<file path="src/rtl/word_pkg.sv">
// Shared constants and state encoding for the word entry sequencer.
package word_pkg;

    localparam int unsigned DEF_NUM_LETTERS = 10;
    localparam int unsigned DEF_IDX_W       = 4;

    localparam logic [7:0] KEY_LEFT  = 8'h12;
    localparam logic [7:0] KEY_RIGHT = 8'h14;
    localparam logic [7:0] KEY_ENTER = 8'h0A;
    localparam logic [7:0] PRINT_LO  = 8'h20;
    localparam logic [7:0] PRINT_HI  = 8'h7E;

    typedef enum logic [1:0] {
        IDLE,
        FETCH,
        CAPTURE,
        SEND
    } state_t;

    function automatic logic is_printable(input logic [7:0] code);
        return (code >= PRINT_LO) && (code <= PRINT_HI);
    endfunction

endpackage

</file>
<file path="src/rtl/word_entry_ctrl_if.sv">
// Key, buffer and playback signals between the controller and its neighbours.
interface word_entry_ctrl_if #(
    parameter int unsigned IDX_W = word_pkg::DEF_IDX_W
);
    logic             key_valid;
    logic [7:0]       key_code;
    logic             key_ready;
    logic [IDX_W-1:0] cursor;
    logic             wr_en;
    logic [IDX_W-1:0] wr_addr;
    logic [7:0]       wr_data;
    logic             rd_en;
    logic [IDX_W-1:0] rd_addr;
    logic [7:0]       rd_data;
    logic             word_valid;
    logic             word_ready;
    logic [7:0]       word_letter;
    logic [IDX_W-1:0] word_index;
    logic             word_last;
    logic             busy;
    logic             done;

    modport master (
        input  key_valid, key_code, rd_data, word_ready,
        output key_ready, cursor, wr_en, wr_addr, wr_data, rd_en, rd_addr,
               word_valid, word_letter, word_index, word_last, busy, done
    );

    modport slave (
        output key_valid, key_code, rd_data, word_ready,
        input  key_ready, cursor, wr_en, wr_addr, wr_data, rd_en, rd_addr,
               word_valid, word_letter, word_index, word_last, busy, done
    );
endinterface

</file>
<file path="src/rtl/word_entry_ctrl.sv">
// Turns key events into cursor moves / buffer writes, and on Enter plays the
// stored word back one letter at a time (FETCH -> CAPTURE -> SEND per letter).
module word_entry_ctrl
    import word_pkg::*;
#(
    parameter int unsigned NUM_LETTERS = DEF_NUM_LETTERS,
    parameter int unsigned IDX_W       = DEF_IDX_W
) (
    input  logic               clk,
    input  logic               reset,
    word_entry_ctrl_if.master  bus
);

    localparam logic [IDX_W-1:0] LAST_IDX = IDX_W'(NUM_LETTERS - 1);

    state_t           state_q;
    logic             key_ready_q;
    logic [IDX_W-1:0] cursor_q;
    logic [IDX_W-1:0] index_q;
    logic             wr_en_q;
    logic [IDX_W-1:0] wr_addr_q;
    logic [7:0]       wr_data_q;
    logic             rd_en_q;
    logic [IDX_W-1:0] rd_addr_q;
    logic             word_valid_q;
    logic [7:0]       word_letter_q;
    logic [IDX_W-1:0] word_index_q;
    logic             word_last_q;
    logic             busy_q;
    logic             done_q;

    function automatic logic [IDX_W-1:0] sat_inc(input logic [IDX_W-1:0] v);
        return (v == LAST_IDX) ? v : v + IDX_W'(1);
    endfunction

    always_ff @(posedge clk or posedge reset) begin
        if (reset) begin
            state_q       <= IDLE;
            key_ready_q   <= 1'b1;
            cursor_q      <= '0;
            index_q       <= '0;
            wr_en_q       <= 1'b0;
            wr_addr_q     <= '0;
            wr_data_q     <= '0;
            rd_en_q       <= 1'b0;
            rd_addr_q     <= '0;
            word_valid_q  <= 1'b0;
            word_letter_q <= '0;
            word_index_q  <= '0;
            word_last_q   <= 1'b0;
            busy_q        <= 1'b0;
            done_q        <= 1'b0;
        end else begin
            wr_en_q <= 1'b0;
            rd_en_q <= 1'b0;
            done_q  <= 1'b0;
            case (state_q)
                IDLE: begin
                    if (bus.key_valid && key_ready_q) begin
                        if (bus.key_code == KEY_LEFT) begin
                            if (cursor_q != '0) cursor_q <= cursor_q - IDX_W'(1);
                        end else if (bus.key_code == KEY_RIGHT) begin
                            cursor_q <= sat_inc(cursor_q);
                        end else if (bus.key_code == KEY_ENTER) begin
                            index_q     <= '0;
                            rd_addr_q   <= '0;
                            rd_en_q     <= 1'b1;
                            key_ready_q <= 1'b0;
                            busy_q      <= 1'b1;
                            state_q     <= FETCH;
                        end else if (is_printable(bus.key_code)) begin
                            wr_en_q   <= 1'b1;
                            wr_addr_q <= cursor_q;
                            wr_data_q <= bus.key_code;
                            cursor_q  <= sat_inc(cursor_q);
                        end
                    end
                end
                // Buffer read port answers one cycle after rd_en.
                FETCH: state_q <= CAPTURE;
                CAPTURE: begin
                    word_letter_q <= bus.rd_data;
                    word_index_q  <= index_q;
                    word_last_q   <= (index_q == LAST_IDX);
                    word_valid_q  <= 1'b1;
                    state_q       <= SEND;
                end
                SEND: begin
                    if (bus.word_ready) begin
                        word_valid_q <= 1'b0;
                        if (word_last_q) begin
                            done_q      <= 1'b1;
                            key_ready_q <= 1'b1;
                            busy_q      <= 1'b0;
                            cursor_q    <= '0;
                            state_q     <= IDLE;
                        end else begin
                            index_q   <= sat_inc(index_q);
                            rd_addr_q <= sat_inc(index_q);
                            rd_en_q   <= 1'b1;
                            state_q   <= FETCH;
                        end
                    end
                end
                default: state_q <= IDLE;
            endcase
        end
    end

    assign bus.key_ready   = key_ready_q;
    assign bus.cursor      = cursor_q;
    assign bus.wr_en       = wr_en_q;
    assign bus.wr_addr     = wr_addr_q;
    assign bus.wr_data     = wr_data_q;
    assign bus.rd_en       = rd_en_q;
    assign bus.rd_addr     = rd_addr_q;
    assign bus.word_valid  = word_valid_q;
    assign bus.word_letter = word_letter_q;
    assign bus.word_index  = word_index_q;
    assign bus.word_last   = word_last_q;
    assign bus.busy        = busy_q;
    assign bus.done        = done_q;

endmodule

</file>
<file path="src/flat_wrapper.sv">
// flat-port wrapper written by rule: the top's interface ports become plain ports
module word_entry_ctrl_flat import word_pkg::*;
#(
    parameter int unsigned NUM_LETTERS = DEF_NUM_LETTERS,
    parameter int unsigned IDX_W       = DEF_IDX_W
)
  (clk, reset, bus_key_valid, bus_key_code, bus_rd_data, bus_word_ready, bus_key_ready, bus_cursor, bus_wr_en, bus_wr_addr, bus_wr_data, bus_rd_en, bus_rd_addr, bus_word_valid, bus_word_letter, bus_word_index, bus_word_last, bus_busy, bus_done);
  word_entry_ctrl_if #(.IDX_W(IDX_W)) bus_i ();
  input  logic clk;
  input  logic reset;
  input wire logic [$bits(bus_i.key_valid)-1:0] bus_key_valid;
  input wire logic [$bits(bus_i.key_code)-1:0] bus_key_code;
  input wire logic [$bits(bus_i.rd_data)-1:0] bus_rd_data;
  input wire logic [$bits(bus_i.word_ready)-1:0] bus_word_ready;
  output wire logic [$bits(bus_i.key_ready)-1:0] bus_key_ready;
  output wire logic [$bits(bus_i.cursor)-1:0] bus_cursor;
  output wire logic [$bits(bus_i.wr_en)-1:0] bus_wr_en;
  output wire logic [$bits(bus_i.wr_addr)-1:0] bus_wr_addr;
  output wire logic [$bits(bus_i.wr_data)-1:0] bus_wr_data;
  output wire logic [$bits(bus_i.rd_en)-1:0] bus_rd_en;
  output wire logic [$bits(bus_i.rd_addr)-1:0] bus_rd_addr;
  output wire logic [$bits(bus_i.word_valid)-1:0] bus_word_valid;
  output wire logic [$bits(bus_i.word_letter)-1:0] bus_word_letter;
  output wire logic [$bits(bus_i.word_index)-1:0] bus_word_index;
  output wire logic [$bits(bus_i.word_last)-1:0] bus_word_last;
  output wire logic [$bits(bus_i.busy)-1:0] bus_busy;
  output wire logic [$bits(bus_i.done)-1:0] bus_done;
  assign bus_i.key_valid = bus_key_valid;
  assign bus_i.key_code = bus_key_code;
  assign bus_i.rd_data = bus_rd_data;
  assign bus_i.word_ready = bus_word_ready;
  assign bus_key_ready = bus_i.key_ready;
  assign bus_cursor = bus_i.cursor;
  assign bus_wr_en = bus_i.wr_en;
  assign bus_wr_addr = bus_i.wr_addr;
  assign bus_wr_data = bus_i.wr_data;
  assign bus_rd_en = bus_i.rd_en;
  assign bus_rd_addr = bus_i.rd_addr;
  assign bus_word_valid = bus_i.word_valid;
  assign bus_word_letter = bus_i.word_letter;
  assign bus_word_index = bus_i.word_index;
  assign bus_word_last = bus_i.word_last;
  assign bus_busy = bus_i.busy;
  assign bus_done = bus_i.done;
  word_entry_ctrl #(.NUM_LETTERS(NUM_LETTERS), .IDX_W(IDX_W)) u_core (.clk(clk), .reset(reset), .bus(bus_i));
endmodule
</file>
<file path="config.mk">
export PLATFORM = sky130hd
export DESIGN_NAME = word_entry_ctrl_flat
export DESIGN_NICKNAME = d
export VERILOG_FILES = /design/src/rtl/word_pkg.sv /design/src/rtl/word_entry_ctrl_if.sv /design/src/rtl/word_entry_ctrl.sv /design/src/flat_wrapper.sv
export SDC_FILE = /design/constraint.sdc
export NUM_CORES = 1
export LEC_CHECK = 0
export CORE_ASPECT_RATIO = 0.9
export CORE_MARGIN = 5
export CORE_UTILIZATION = 45
export CTS_BUF_LIST = sky130_fd_sc_hd__clkbuf_4 sky130_fd_sc_hd__clkbuf_8 sky130_fd_sc_hd__clkbuf_16
export DETAILED_ROUTE_END_ITERATION = 6
export DONT_BUFFER_PORTS = 1
export PLACE_DENSITY_LB_ADDON = 0.3
export SKIP_CTS_REPAIR_TIMING = 1
export SLEW_MARGIN = 40
export SYNTH_ARGS = -nofsm -noshare
export SYNTH_HDL_FRONTEND = slang
export SYNTH_SLANG_ARGS = --single-unit
</file>
<file path="constraint.sdc">
create_clock -name clk -period 2.5 [get_ports clk]
set_clock_uncertainty 0.15 [all_clocks]
set_input_delay 0.625 -clock clk [delete_from_list [all_inputs] [get_ports clk]]
set_output_delay 0.625 -clock clk [all_outputs]
set_load 0.01 [all_outputs]
</file>
* Word-level counts from Yosys, hierarchy flattened
Cells that the tools add are included.
W data, S select, Z words.
** Storage, ports and cells
- Register bits after elaboration :: 41
** Operators by class
- Add/sub/neg operators :: 3
- Mux-type cells :: 57
- Bitwise gates (word level) :: 3
- $lt $le $gt $ge :: 2
- Equal/unequal tests :: 19
- Reductions and logical operators :: 12
** Operators with widths (count)
- $mux W4 :: 16
- $mux W1 :: 29
- $eq A8 B5 Y1 const B :: 2
- $pmux W4 S2 :: 2
- $reduce_and A7 Y1 :: 2
- $mux W2 :: 5
- $add A4 B1 Y4 const B :: 2
- $eq A4 B4 Y1 const B :: 2
- $eq A8 B4 Y1 const B :: 1
- $ge A8 B6 Y1 const B :: 1
- $le A8 B7 Y1 const B :: 1
- $ne A2 B2 Y1 const B :: 4
- $pmux W1 S2 :: 4
- $pmux W2 S4 :: 1
- $reduce_and A8 Y1 :: 1
- $ne A2 B1 Y1 const B :: 3
- $reduce_and A6 Y1 :: 1
- $reduce_and A5 Y1 :: 1
- $eq A2 B2 Y1 const B :: 2
- $ne A4 B1 Y1 const B :: 1
- $ne A4 B2 Y1 const B :: 1
- $ne A4 B3 Y1 const B :: 1
- $reduce_bool A2 Y1 :: 2
- $reduce_bool A4 Y1 :: 1
- 7 further kinds :: 10

* Longest topological paths before layout
Gate-level depths: netlist of run 1.
- Depth in word-level cells :: 8
- Mapped depth :: 8

* Worst setup path before layout of run 1
Ideal clock, no wire load.
- Path kind :: input -> register
- Start point :: input bus_key_code[0]
- End point :: register u_core.cursor_q[3] (netlist: u_core.bus.cursor[3])
- Stages on the path :: 8
- Data required time :: 2.286 ns
- Arrival :: 2.865 ns
- Setup slack :: -0.580 ns
- Buffers on the path :: 0
- Cell sequence :: or4_4 -> nor4b_4 -> ha_1 -> a21oi_1 -> a21boi_0 -> or3_2 -> a21oi_1 -> mux2_4
** Between the ends
- Longest elaborated chain between the ends :: 5
- Elaborated cells between the ends (all ways) :: 14
- Those cells by class :: order compare: 2; eq/ne: 6; mux: 4; reduce/logical: 2
** RTL lines
- from (decl) :: RTL line flat_wrapper.sv:12 : input wire logic [$bits(bus_i.key_code)-1:0] bus_key_code;
- branches (longest 5 deep; another with $ge A8 B6 Y1)
- to (signal assigned) :: RTL line word_entry_ctrl.sv:61 : if (cursor_q != '0) cursor_q <= cursor_q - IDX_W'(1);
- to (signal assigned) :: RTL line word_entry_ctrl.sv:63 : cursor_q <= sat_inc(cursor_q);
- to (signal assigned) :: RTL line word_entry_ctrl.sv:75 : cursor_q <= sat_inc(cursor_q);
- to (decl) :: RTL line word_entry_ctrl.sv:18 : logic [IDX_W-1:0] cursor_q;
Parallel ways; which one is timed is not known. The select of a mux whose other input is x is not followed.
A chain may end at the register's enable or synchronous reset.

* Worst setup path in the final report of run 1
- Start point :: input bus_key_code[7]
- End point :: register u_core.cursor_q[3] (netlist: u_core.bus.cursor[3])
Same word-level chain as after synthesis.

==> results of run 1 <==
layout make-up:
cell class,instances,share of cell area
Sequential cell,41,0.451
Multi-Input combinational cell,103,0.412
Timing Repair Buffer,9,0.0352
Tap cell,60,0.0330
Clock buffer,5,0.0302
Clock inverter,3,0.0286
Inverter,6,0.00989
registers in the layout (all words and copies together), names as in the netlist:
name / flops
u_core.bus.busy: 1
u_core.bus.cursor: 4
u_core.bus.done: 1
u_core.bus.key_ready: 1
u_core.bus.rd_addr: 4
u_core.bus.rd_en: 1
u_core.bus.word_index: 4
u_core.bus.word_last: 1
u_core.bus.word_letter: 8
u_core.bus.word_valid: 1
u_core.bus.wr_addr: 4
u_core.bus.wr_data: 8
u_core.bus.wr_en: 1
u_core.state_q: 2
cell families after synthesis:
| family | synth area share |
|---|---|
| buffers and inverters | 0.0178 |
| DFF | 0.521 |
| muxes | 0.195 |
| AOI/OAI and AO/OA | 0.0881 |
| adders and majority gates | 0.0609 |
| and+or+nand+nor | 0.109 |
| xor gates and xnor gates | 0.00888 |
where the power goes:
part	internal (mW)	total, mW	leakage, nW	switching, mW
combinational	0.535	0.973	0.446	0.438
sequential	0.910	1.24	0.526	0.334
clock	0.396	0.615	0.0681	0.218
total	1.84	2.83	1.04	0.990
worst max-delay path by stage:
stage / start / endpoint / slack [ns] / cells after the start
floorplan: bus_key_code[7] / u_core.bus.cursor[3]$_DFFE_PP0P_ / -0.47 / 8
global placement: bus_key_code[7] / u_core.bus.cursor[3]$_DFFE_PP0P_ / -0.36 / 8
detailed placement: bus_key_code[7] / u_core.bus.cursor[3]$_DFFE_PP0P_ / -0.48 / 8
CTS: bus_key_code[7] / u_core.bus.cursor[3]$_DFFE_PP0P_ / -0.17 / 8
global route: bus_key_code[7] / u_core.bus.cursor[3]$_DFFE_PP0P_ / -0.11 / 8
finish: bus_key_code[7] / u_core.bus.cursor[3]$_DFFE_PP0P_ / -0.09 / 9
critical path, delay by kind of cell:
family          cells  cell delay (ns)
buf+inv             1             0.16
mux                 1             0.14
compound gates      1             0.12
simple gates        5             1.49
fa+ha+maj           1             0.13
metal layers:
layer | global-route usage | part of all wire | vias to the layer above
li1 | - | - | 580
met2 | 0.260 | 0.51 | 42
met5 | 0 | 0 | -
met4 | 0.0638 | 0.018 | 0
met1 | 0.173 | 0.39 | 620
met3 | 0.0580 | 0.078 | 8
layout by cell type (no fill, tap or decap), drive strengths merged, types with 2 or more instances in the layout:
master	n
ha	8
nand3b	2
o31ai	2
bufinv	2
nor2	6
mux2	31
o21ai	7
and3	2
a21oi	6
xnor2	2
and3b	2
nand4	2
nand2	6
buf	9
nand3	3
mux2i	2
nor2b	2
clkbuf	5
nand2b	3
inv	6
nor3	2
dfrtp	40
stage by stage:
stage,power [mW],util,hold WS (ns),setup WS (ns)
2_1_floorplan,1.93,-,0.330,-0.470
3_3_place_gp,2.15,0.510,0.348,-0.358
3_5_place_dp,2.23,0.510,0.409,-0.475
4_1_cts,2.86,0.542,0.236,-0.172
5_1_grt,3.04,0.548,0.100,-0.106
6_report,2.83,0.548,0.0674,-0.0878
==> results summary, run 1 <==
The number of global-route vias before repair came out at 1393. The total overflow left after global routing is 0. The checks that failed: negative setup slack. In this run the critical register-to-register path is launched from u_core.bus.key_ready$_DFFE_PP1P_. The sequential share of the synthesized area came out at 0.521.

Yosys mapped a number of flops with a built-in enable equal to 0. The number of nets with antenna violations after detailed routing is 0. The total half-perimeter wirelength after legalization and detailed placement came out at 3.24 mm. The run finished, with violations left. The fraction of synthesized cell area taken by the top area cell type came out at 0.507. The clock insertion delay at the later pin of the skew report came out at 0.28 ns. STA puts the critical path data required time at 2.58 ns.

The total of endpoints with negative setup slack in the final report is 1. The average cell area after synthesis came out at 12.9 µm². The number of nets in the layout is 195. The sort of element at the start of the critical path is a primary input.

The share of cells above drive strength 1 is 0.365. From synthesis to final layout, the design area changed by 15.4%. The final max-slew violation count is 0. The global placer's final weighted congestion came out at 0.822. Subtracting the final worst setup slack from the clock period gives 2.59 ns.

Counting the fill cells in the layout gives 363. The cell count after synthesis is 153. After routing the design area is 2280 µm². For this design the static power due to leakage is 1.04 nW. The flip-flop and latch area came out at 1030 µm². The final wirelength is 4.20 mm. For the pin with the worst max-slew slack, the measured transition is 0.638 ns. In this run the clock root is driven by a sky130_fd_sc_hd__clkbuf_8. The number of CTS-inserted buffers is 5. The total clock sinks came out at 41. The total number of placement rows is 22. The synthesis warning total came out at 0. The H-tree depth came out at 2.

The core box area came out at 4160 µm². The via count is 1250. In the post-synthesis netlist, the cell with the most instances is sky130_fd_sc_hd__dfrtp_1. The number of hold violations in the final report is 0. After layout, the worst setup slack is -0.0878 ns.

Based on the critical path, the design can be clocked at up to 0.386 GHz. TritonCTS built the clock tree. The reg2reg setup slack came out at 0.31 ns.

The total instance count after detailed placement is 218. The max capacitance violation total came out at 0. The maximum buffer depth of the clock tree is 2. The global router's overall resource usage came out at 0.153. The initial antenna violation count is 0.

The count of input and output buffers is 0. The worst hold path belongs to the class primary input to asynchronous set/reset pin. Dividing the detail-routed wire length by the instance count gives 18.5 µm. The per-cell via count in the routed design is 5.51. The die is 72.8 µm tall. The wire length of the first global-routing pass came out at 6.84 mm. The worst-case IR drop observed on VDD is 0.000582 V. The number of cells on the worst reg-to-reg path is 5. The number of top-level design ports came out at 59.

The final cell count without fillers came out at 227. The maximum number of pins on one net before global-route repair came out at 23. The number of DRC markers in iteration 0 is 41.

The CTS clock-pin slew for the worst setup and hold paths came out at 0.08 ns. The total nets after synthesis came out at 182. By area the synthesized netlist is led by sky130_fd_sc_hd__dfrtp_1, sky130_fd_sc_hd__mux2_2, sky130_fd_sc_hd__ha_1.

sky130_fd_sc_hd__dfrtp_1 takes more of the synthesized area than any other cell. The first detailed-routing pass took 4 iterations. The chip width is 79.8 µm. After synthesis, the most frequently instantiated cells are sky130_fd_sc_hd__dfrtp_1, sky130_fd_sc_hd__mux2_2, sky130_fd_sc_hd__ha_1. The antenna cell count came out at 0. The floorplan step defined a die boundary enclosing 5810 µm². The worst slew margin relative to its limit came out at 0.575. The multi-input logic area came out at 938 µm².

The signal on the critical path passes through or4_4, nor4b_4, buf_4, ha_1, nand3_2, and3b_1, or3_4, a21oi_2, mux2_4. In this run the worst path has a maximum fanout of 2. The largest stage delay on the critical path is 0.55 ns.

The cell area reported after detailed placement came out at 2120 µm². In this run the critical register-to-register path is captured at u_core.state_q[0]$_DFFE_PP0P_. Setup repair after global routing could not meet its margin everywhere. The count of state elements after synthesis is 41.

For this run, design rule violations remaining after detail routing come to 0. The arrival time at the worst endpoint is 2.67 ns. The proportion of synthesized flip-flops having asynchronous set or reset is 1.00. The endpoint type of the worst setup path is a flop. The starting utilization of the core area is 0.475. In this run, distinct cell masters in the synthesized netlist total 38.

The share of the cycle needed by the critical path after routing came out at 1.04. Summing every instance area after synthesis gives 1970 µm². The sum of negative setup slack is -0.0878 ns. For this design, the slowest cell found on the critical path is sky130_fd_sc_hd__or4_4. The total power divided by cell area is 1240 nW/µm².

Among all flip-flop cells after synthesis, the most frequent one is sky130_fd_sc_hd__dfrtp_1. The worst setup path is of the primary input to flop kind.
Note: power is estimated with default switching activity, not from simulation.
==> run 2, diff against run 1 <==
- SKIP_LAST_GASP: not set -> 1
==> results summary, run 2 (same netlist as run 1, synthesis figures left out) <==
The run finished, with violations left. The checks that failed: negative setup slack. The worst slew margin relative to its limit came out at 0.574 (about the same). From synthesis to final layout, the design area changed by 15.2%.

The worst hold path belongs to the class primary input to asynchronous set/reset pin. The number of CTS-inserted buffers is 5 (unchanged). The per-cell via count in the routed design came out at 5.53 (+0.48%). The total of endpoints with negative setup slack in the final report is 1 (unchanged).

The fraction of power spent switching nets is 0.349 (-0.000700). The starting utilization of the core area is 0.475 (unchanged). The vertical extent of the die is 72.8 µm (unchanged).

The core occupancy in the finished layout is 0.547 (-0.00120). The number of remaining DRC errors is 0 (unchanged). The final max-slew violation count is 0 (unchanged). The detailed-route wire length per cell came to 18.5 µm (-0.14%). The number of nets with antenna violations after detailed routing came to 0 (unchanged).

The number of nets in the layout came out at 195 (unchanged). The CTS clock-pin slew for the worst setup and hold paths came out at 0.08 ns (about the same). The chip width is 79.8 µm (unchanged). The die outline area is 5810 µm² (unchanged). Setup repair after global routing could not meet its margin everywhere. The final wirelength came out at 4.19 mm (-0.14%). The clock tree from TritonCTS is built.

The maximum number of pins on one net before global-route repair came out at 23 (unchanged). The share of cells above drive strength 1 came to 0.359 (-0.00599). The sequential share of power came out at 0.440 (about the same). The share of the cycle needed by the critical path after routing came out at 1.04 (+0.00257). The net switching power of the design came to 986 µW (-0.42%). The arrival time at the worst endpoint came out at 2.67 ns (about the same). The slack of the critical path came out at -0.0943 ns (-0.00643 ns).

The count of input and output buffers came out at 0 (unchanged). The total number of placement rows came out at 22 (unchanged). The worst setup path is captured at a flop.

The static leakage power was 1.04 nW (about the same). The core box area came out at 4160 µm² (unchanged). Leaving out fill and tap cells, the most frequent cell in the layout is sky130_fd_sc_hd__dfrtp_1. The reg2reg setup slack came out at 0.31 ns (about the same).

The combinational group share of total power is 0.343 (about the same). The number of DRC markers in iteration 0 is 35 (-15%). The maximum buffer depth of the clock tree is 2 (unchanged). The clock network power share is 0.217 (about the same). The clock root buffer is sky130_fd_sc_hd__clkbuf_8. The largest fanout of any net on the critical path is 2 (unchanged). The number of top-level design ports came out at 59 (unchanged). In this run the critical register-to-register path is captured at u_core.state_q[0]$_DFFE_PP0P_. The slew of the pin with the lowest slew margin is 0.639 ns (+0.000720 ns). The clock period minus final worst setup slack came out at 2.59 ns (+0.00643 ns). The global placer's final weighted congestion came out at 0.822 (unchanged). The worst hold slack across all endpoints is 0.0673 ns (-0.000167 ns). In the layout the commonest cells are sky130_fd_sc_hd__dfrtp_1, sky130_fd_sc_hd__mux2_2, sky130_fd_sc_hd__ha_1, sky130_fd_sc_hd__buf_4. The clock insertion delay at the later pin of the skew report is 0.28 ns (about the same).

The total half-perimeter wirelength after legalization and detailed placement is 3.24 mm (unchanged). The global router's overall resource usage came out at 0.153 (unchanged). The wire length of the first global-routing pass came out at 6.84 mm (unchanged). The first-pass detailed-route iteration total came out at 4 (unchanged). The required time of the worst setup path came out at 2.58 ns (about the same).

The start of the worst register-to-register path is u_core.bus.key_ready$_DFFE_PP1P_. The number of hold violations in the final report came out at 0 (unchanged). The peak clock frequency supported by timing was 0.385 GHz (-0.25%).

The total overflow reported by the global router came to 0 (unchanged). The H-tree depth is 2 (unchanged). STA classifies the critical path startpoint as a primary input. The total internal power came to 1.84 mW (-0.11%). The worst setup timing slack at the placement stage is -0.475 ns (unchanged). The via count is 1256 (+0.48%). The final cell count without fillers is 227 (unchanged). The total clock sinks is 41 (unchanged).

The total power divided by cell area is 1240 nW/µm² (about the same). The critical path is of the primary input to flop type. The number of cells on the worst reg-to-reg path came out at 5 (unchanged).

The max capacitance violation total is 0 (unchanged). The total instance count after detailed placement is 218 (unchanged). The peak supply drop is 0.000583 V (about the same). The number of global-route vias before repair came out at 1393 (unchanged). The antenna cell count is 0 (unchanged). The initial antenna violation count came out at 0 (unchanged).
run 2: cell counts in the layout (fill, tap and decap cells not counted):
No cell type changed its count.
run 2: how the worst max path moves through the flow:
stage | start | cells past startpoint | endpoint
finish | bus_key_code[7] | 9 | u_core.bus.cursor[3]$_DFFE_PP0P_
global route | bus_key_code[7] | 9 | u_core.bus.cursor[3]$_DFFE_PP0P_
CTS | bus_key_code[7] | 8 | u_core.bus.cursor[3]$_DFFE_PP0P_
detailed placement | bus_key_code[7] | 8 | u_core.bus.cursor[3]$_DFFE_PP0P_
global placement | bus_key_code[7] | 8 | u_core.bus.cursor[3]$_DFFE_PP0P_
floorplan | bus_key_code[7] | 8 | u_core.bus.cursor[3]$_DFFE_PP0P_
run 2: final cells by class:
cell class	count	area (µm²)
Clock buffer	5	68.8
Sequential cell	41	1030
Clock inverter	3	65.1
Fill cell	364	1880
Multi-Input combinational cell	103	933
Timing Repair Buffer	9	80.1
Inverter	6	22.5
Tap cell	60	75.1
run 2: metrics by stage:
| stage | total power, mW | setup TNS [ns] | cell area (µm²) |
|---|---|---|---|
| 2_1_floorplan | 1.93 | -1.02 | 1980 |
| 3_3_place_gp | 2.15 | -1.76 | 2120 |
| 3_5_place_dp | 2.23 | -2.62 | 2120 |
| 4_1_cts | 2.86 | -0.172 | 2250 |
| 5_1_grt | 3.03 | -0.146 | 2270 |
| 6_report | 2.83 | -0.0943 | 2270 |
run 2: metal layers:
layer,part of all wire,GRT usage,routed length (µm),vias up
li1,-,-,-,581
met1,0.38,0.173,1610,624
met2,0.52,0.260,2170,43
met3,0.081,0.0580,341,8
met4,0.018,0.0638,77,0
met5,0,0,0,-
run 2: power by group through the flow:
stage	logic, mW	registers [mW]	clock network, mW
floorplan	0.750	1.18	0
global placement	0.897	1.25	0
detailed placement	0.965	1.27	0
CTS	0.967	1.26	0.633
global route	1.07	1.29	0.671
finish	0.969	1.24	0.615
run 2: critical path, stage by stage:
cell	delay, ns
sky130_fd_sc_hd__or4_4	0.55
sky130_fd_sc_hd__nor4b_4	0.29
sky130_fd_sc_hd__buf_4	0.16
sky130_fd_sc_hd__ha_1	0.11
sky130_fd_sc_hd__nand3_1	0.09
sky130_fd_sc_hd__and3b_1	0.21
sky130_fd_sc_hd__or3_4	0.37
sky130_fd_sc_hd__a21oi_2	0.12
sky130_fd_sc_hd__mux2_4	0.14
==> run 3, diff against run 2 <==
- CORE_MARGIN: 5 -> 1.5
==> results summary, run 3 (same netlist as run 1, synthesis figures left out) <==
The initial antenna violation count was 0 (unchanged). The final cell count without fillers came out at 231 (+1.8%). The total power divided by cell area is 1210 nW/µm² (-3.0%). The share of the cycle needed by the critical path after routing is 1.04 (+0.00681). The starting utilization of the core area came out at 0.475 (unchanged).

Setup repair after global routing could not meet its margin everywhere. The share of cells above drive strength 1 came to 0.386 (+0.0267). The total instance count after detailed placement was 219 (+0.46%). The number of DRC markers in iteration 0 is 67 (+91%). The number of nets with antenna violations after detailed routing came to 0 (unchanged).

The total overflow reported by the global router is 0 (unchanged). The via count came out at 1282 (+2.1%). The largest fanout of any net on the critical path came out at 2 (unchanged).

The worst setup timing slack at the placement stage is -0.472 ns (+0.00265 ns). The clock insertion delay at the later pin of the skew report came out at 0.29 ns (about the same). The sum of negative setup slack came to -0.340 ns (-0.246 ns).

The worst hold path belongs to the class primary input to asynchronous set/reset pin. The sequential share of power is 0.450 (+0.010). The combinational group share of total power came out at 0.356 (+0.013). The number of nets in the layout came to 199 (+2.1%). Relative to the synthesized area, the layout overhead comes to 15.7%. The slack of the critical path came to -0.111 ns (-0.0170 ns). The detailed-route wire length per cell came out at 17.8 µm (-3.5%). The wire length of the first global-routing pass came out at 6.27 mm (-8.4%).

The number of CTS-inserted buffers is 5 (unchanged). The number of top-level design ports was 59 (unchanged). The fraction of power spent switching nets came to 0.362 (+0.0129).

The first-pass detailed-route iteration total came out at 4 (unchanged). The checks that failed: negative setup slack. The cell sitting at the root of the clock tree is a sky130_fd_sc_hd__clkbuf_8. The peak clock frequency supported by timing is 0.383 GHz (-0.65%). STA classifies the critical path startpoint as a primary input. The required time of the worst setup path came out at 2.59 ns (about the same).

The worst slew margin relative to its limit is 0.578 (+0.00360). The global router's overall resource usage is 0.177 (+0.0245). The maximum number of pins on one net before global-route repair is 32 (+39%). The H-tree depth came to 2 (unchanged). The total clock sinks came out at 41 (unchanged). The count of input and output buffers is 0 (unchanged). The arrival time at the worst endpoint is 2.70 ns (+0.03 ns). The vertical extent of the die came out at 65.8 µm (-9.6%).

The total internal power came out at 1.76 mW (-4.5%). The per-cell via count in the routed design is 5.55 (+0.30%). The cell area reported after detailed placement came out at 2120 µm² (+0.12%). The number of remaining DRC errors is 0 (unchanged).

The worst hold slack across all endpoints came out at 0.0686 ns (+0.00137 ns). The static leakage power came out at 1.04 nW (+0.35%). The power consumption is 2.75 mW (-2.6%). The total of endpoints with negative setup slack in the final report came out at 5 (+4).

The max capacitance violation total is 0 (unchanged). The maximum buffer depth of the clock tree came to 2 (unchanged). The net switching power of the design came out at 996 µW (+1.0%). The slew of the pin with the lowest slew margin is 0.633 ns (-0.00608 ns). The total number of placement rows is 22 (unchanged). The critical path is of the primary input to flop type.

The global placer's final weighted congestion came out at 0.774 (-5.8%). The clock tree from TritonCTS is built. The flow ran to the end, but the final reports show violations.

The final max-slew violation count came out at 0 (unchanged). The die outline area is 4790 µm² (-18%). The core occupancy in the finished layout came to 0.549 (+0.00241). The clock period minus final worst setup slack is 2.61 ns (+0.0170 ns). The total half-perimeter wirelength after legalization and detailed placement came out at 3.03 mm (-6.6%). The post-route standard cell area excluding fillers came out at 2280 µm² (+0.44%).

The clock network power share was 0.194 (-0.023). The CTS clock-pin slew for the worst setup and hold paths came out at 0.08 ns (about the same). Leaving out fill and tap cells, the most frequent cell in the layout is sky130_fd_sc_hd__dfrtp_1.

The final wirelength came out at 4.12 mm (-1.8%). The top cell types in the final layout, fill and taps aside, are sky130_fd_sc_hd__dfrtp_1, sky130_fd_sc_hd__mux2_2, sky130_fd_sc_hd__buf_4. The antenna cell count is 0 (unchanged). STA classifies the critical path endpoint as a flop.

The number of hold violations in the final report is 0 (unchanged). The number of global-route vias before repair was 1401 (+0.57%). The chip width was 72.8 µm (-8.8%). The core box area is 4160 µm² (unchanged). The peak supply drop came out at 0.000566 V (-2.8%).
==> run 3: cell types whose count changed in the layout (fill, tap and decap cells not counted), sizes merged <==
cell | before | now
clkinvlp | 0 | 1
clkinv | 1 | 2
inv | 6 | 5
bufinv | 2 | 1
buf | 9 | 13
==> run 3: power groups by stage <==
stage / combinational (mW) / clock [mW] / sequential (mW)
after floorplan: 0.750 / 0 / 1.18
after global placement: 0.911 / 0 / 1.24
after detailed placement: 0.980 / 0 / 1.26
after CTS: 0.980 / 0.543 / 1.25
after global routing: 1.10 / 0.573 / 1.27
final: 0.979 / 0.535 / 1.24
==> run 3: final timing paths <==
path	endpoint	slack, ns	depth (start not counted)	start
max in group asynchronous	u_core.bus.word_valid$_DFFE_PP0P_	1.60	2	reset
min in group clk	u_core.bus.word_valid$_DFFE_PP0P_	0.27	1	bus_word_ready
hold / removal	u_core.bus.wr_data[7]$_DFFE_PP0P_	0.07	1	reset
setup / recovery	u_core.bus.cursor[3]$_DFFE_PP0P_	-0.11	9	bus_key_code[7]
setup reg to reg	u_core.bus.cursor[0]$_DFFE_PP0P_	0.27	8	u_core.state_q[0]$_DFFE_PP0P_
hold reg to reg	u_core.state_q[0]$_DFFE_PP0P_	0.39	1	u_core.state_q[0]$_DFFE_PP0P_
==> run 3: layer usage <==
layer | vias to the layer above | global-route usage | wire (µm)
met2 | 47 | 0.330 | 2210
met4 | 0 | 0.0566 | 48
li1 | 585 | - | -
met1 | 643 | 0.188 | 1600
met3 | 7 | 0.0579 | 261
met5 | - | 0 | 0
==> run 3: layout make-up <==
class                      instances  area, µm²
fill                             349       1870
sequential                        41       1030
multi-input combinational        103        940
timing repair buffer              13        101
tap                               60       75.1
clock buffer                       5       68.8
clock inverter                     3       46.3
inverter                           6       23.8
==> run 3: critical path: stages <==
cell and delay (ns):
sky130_fd_sc_hd__or4_4 0.54, sky130_fd_sc_hd__nor4b_4 0.29, sky130_fd_sc_hd__buf_4 0.16, sky130_fd_sc_hd__ha_1 0.16
sky130_fd_sc_hd__a21oi_2 0.07, sky130_fd_sc_hd__and3b_1 0.21, sky130_fd_sc_hd__or3_4 0.37, sky130_fd_sc_hd__a21oi_2 0.12
sky130_fd_sc_hd__mux2_4 0.15
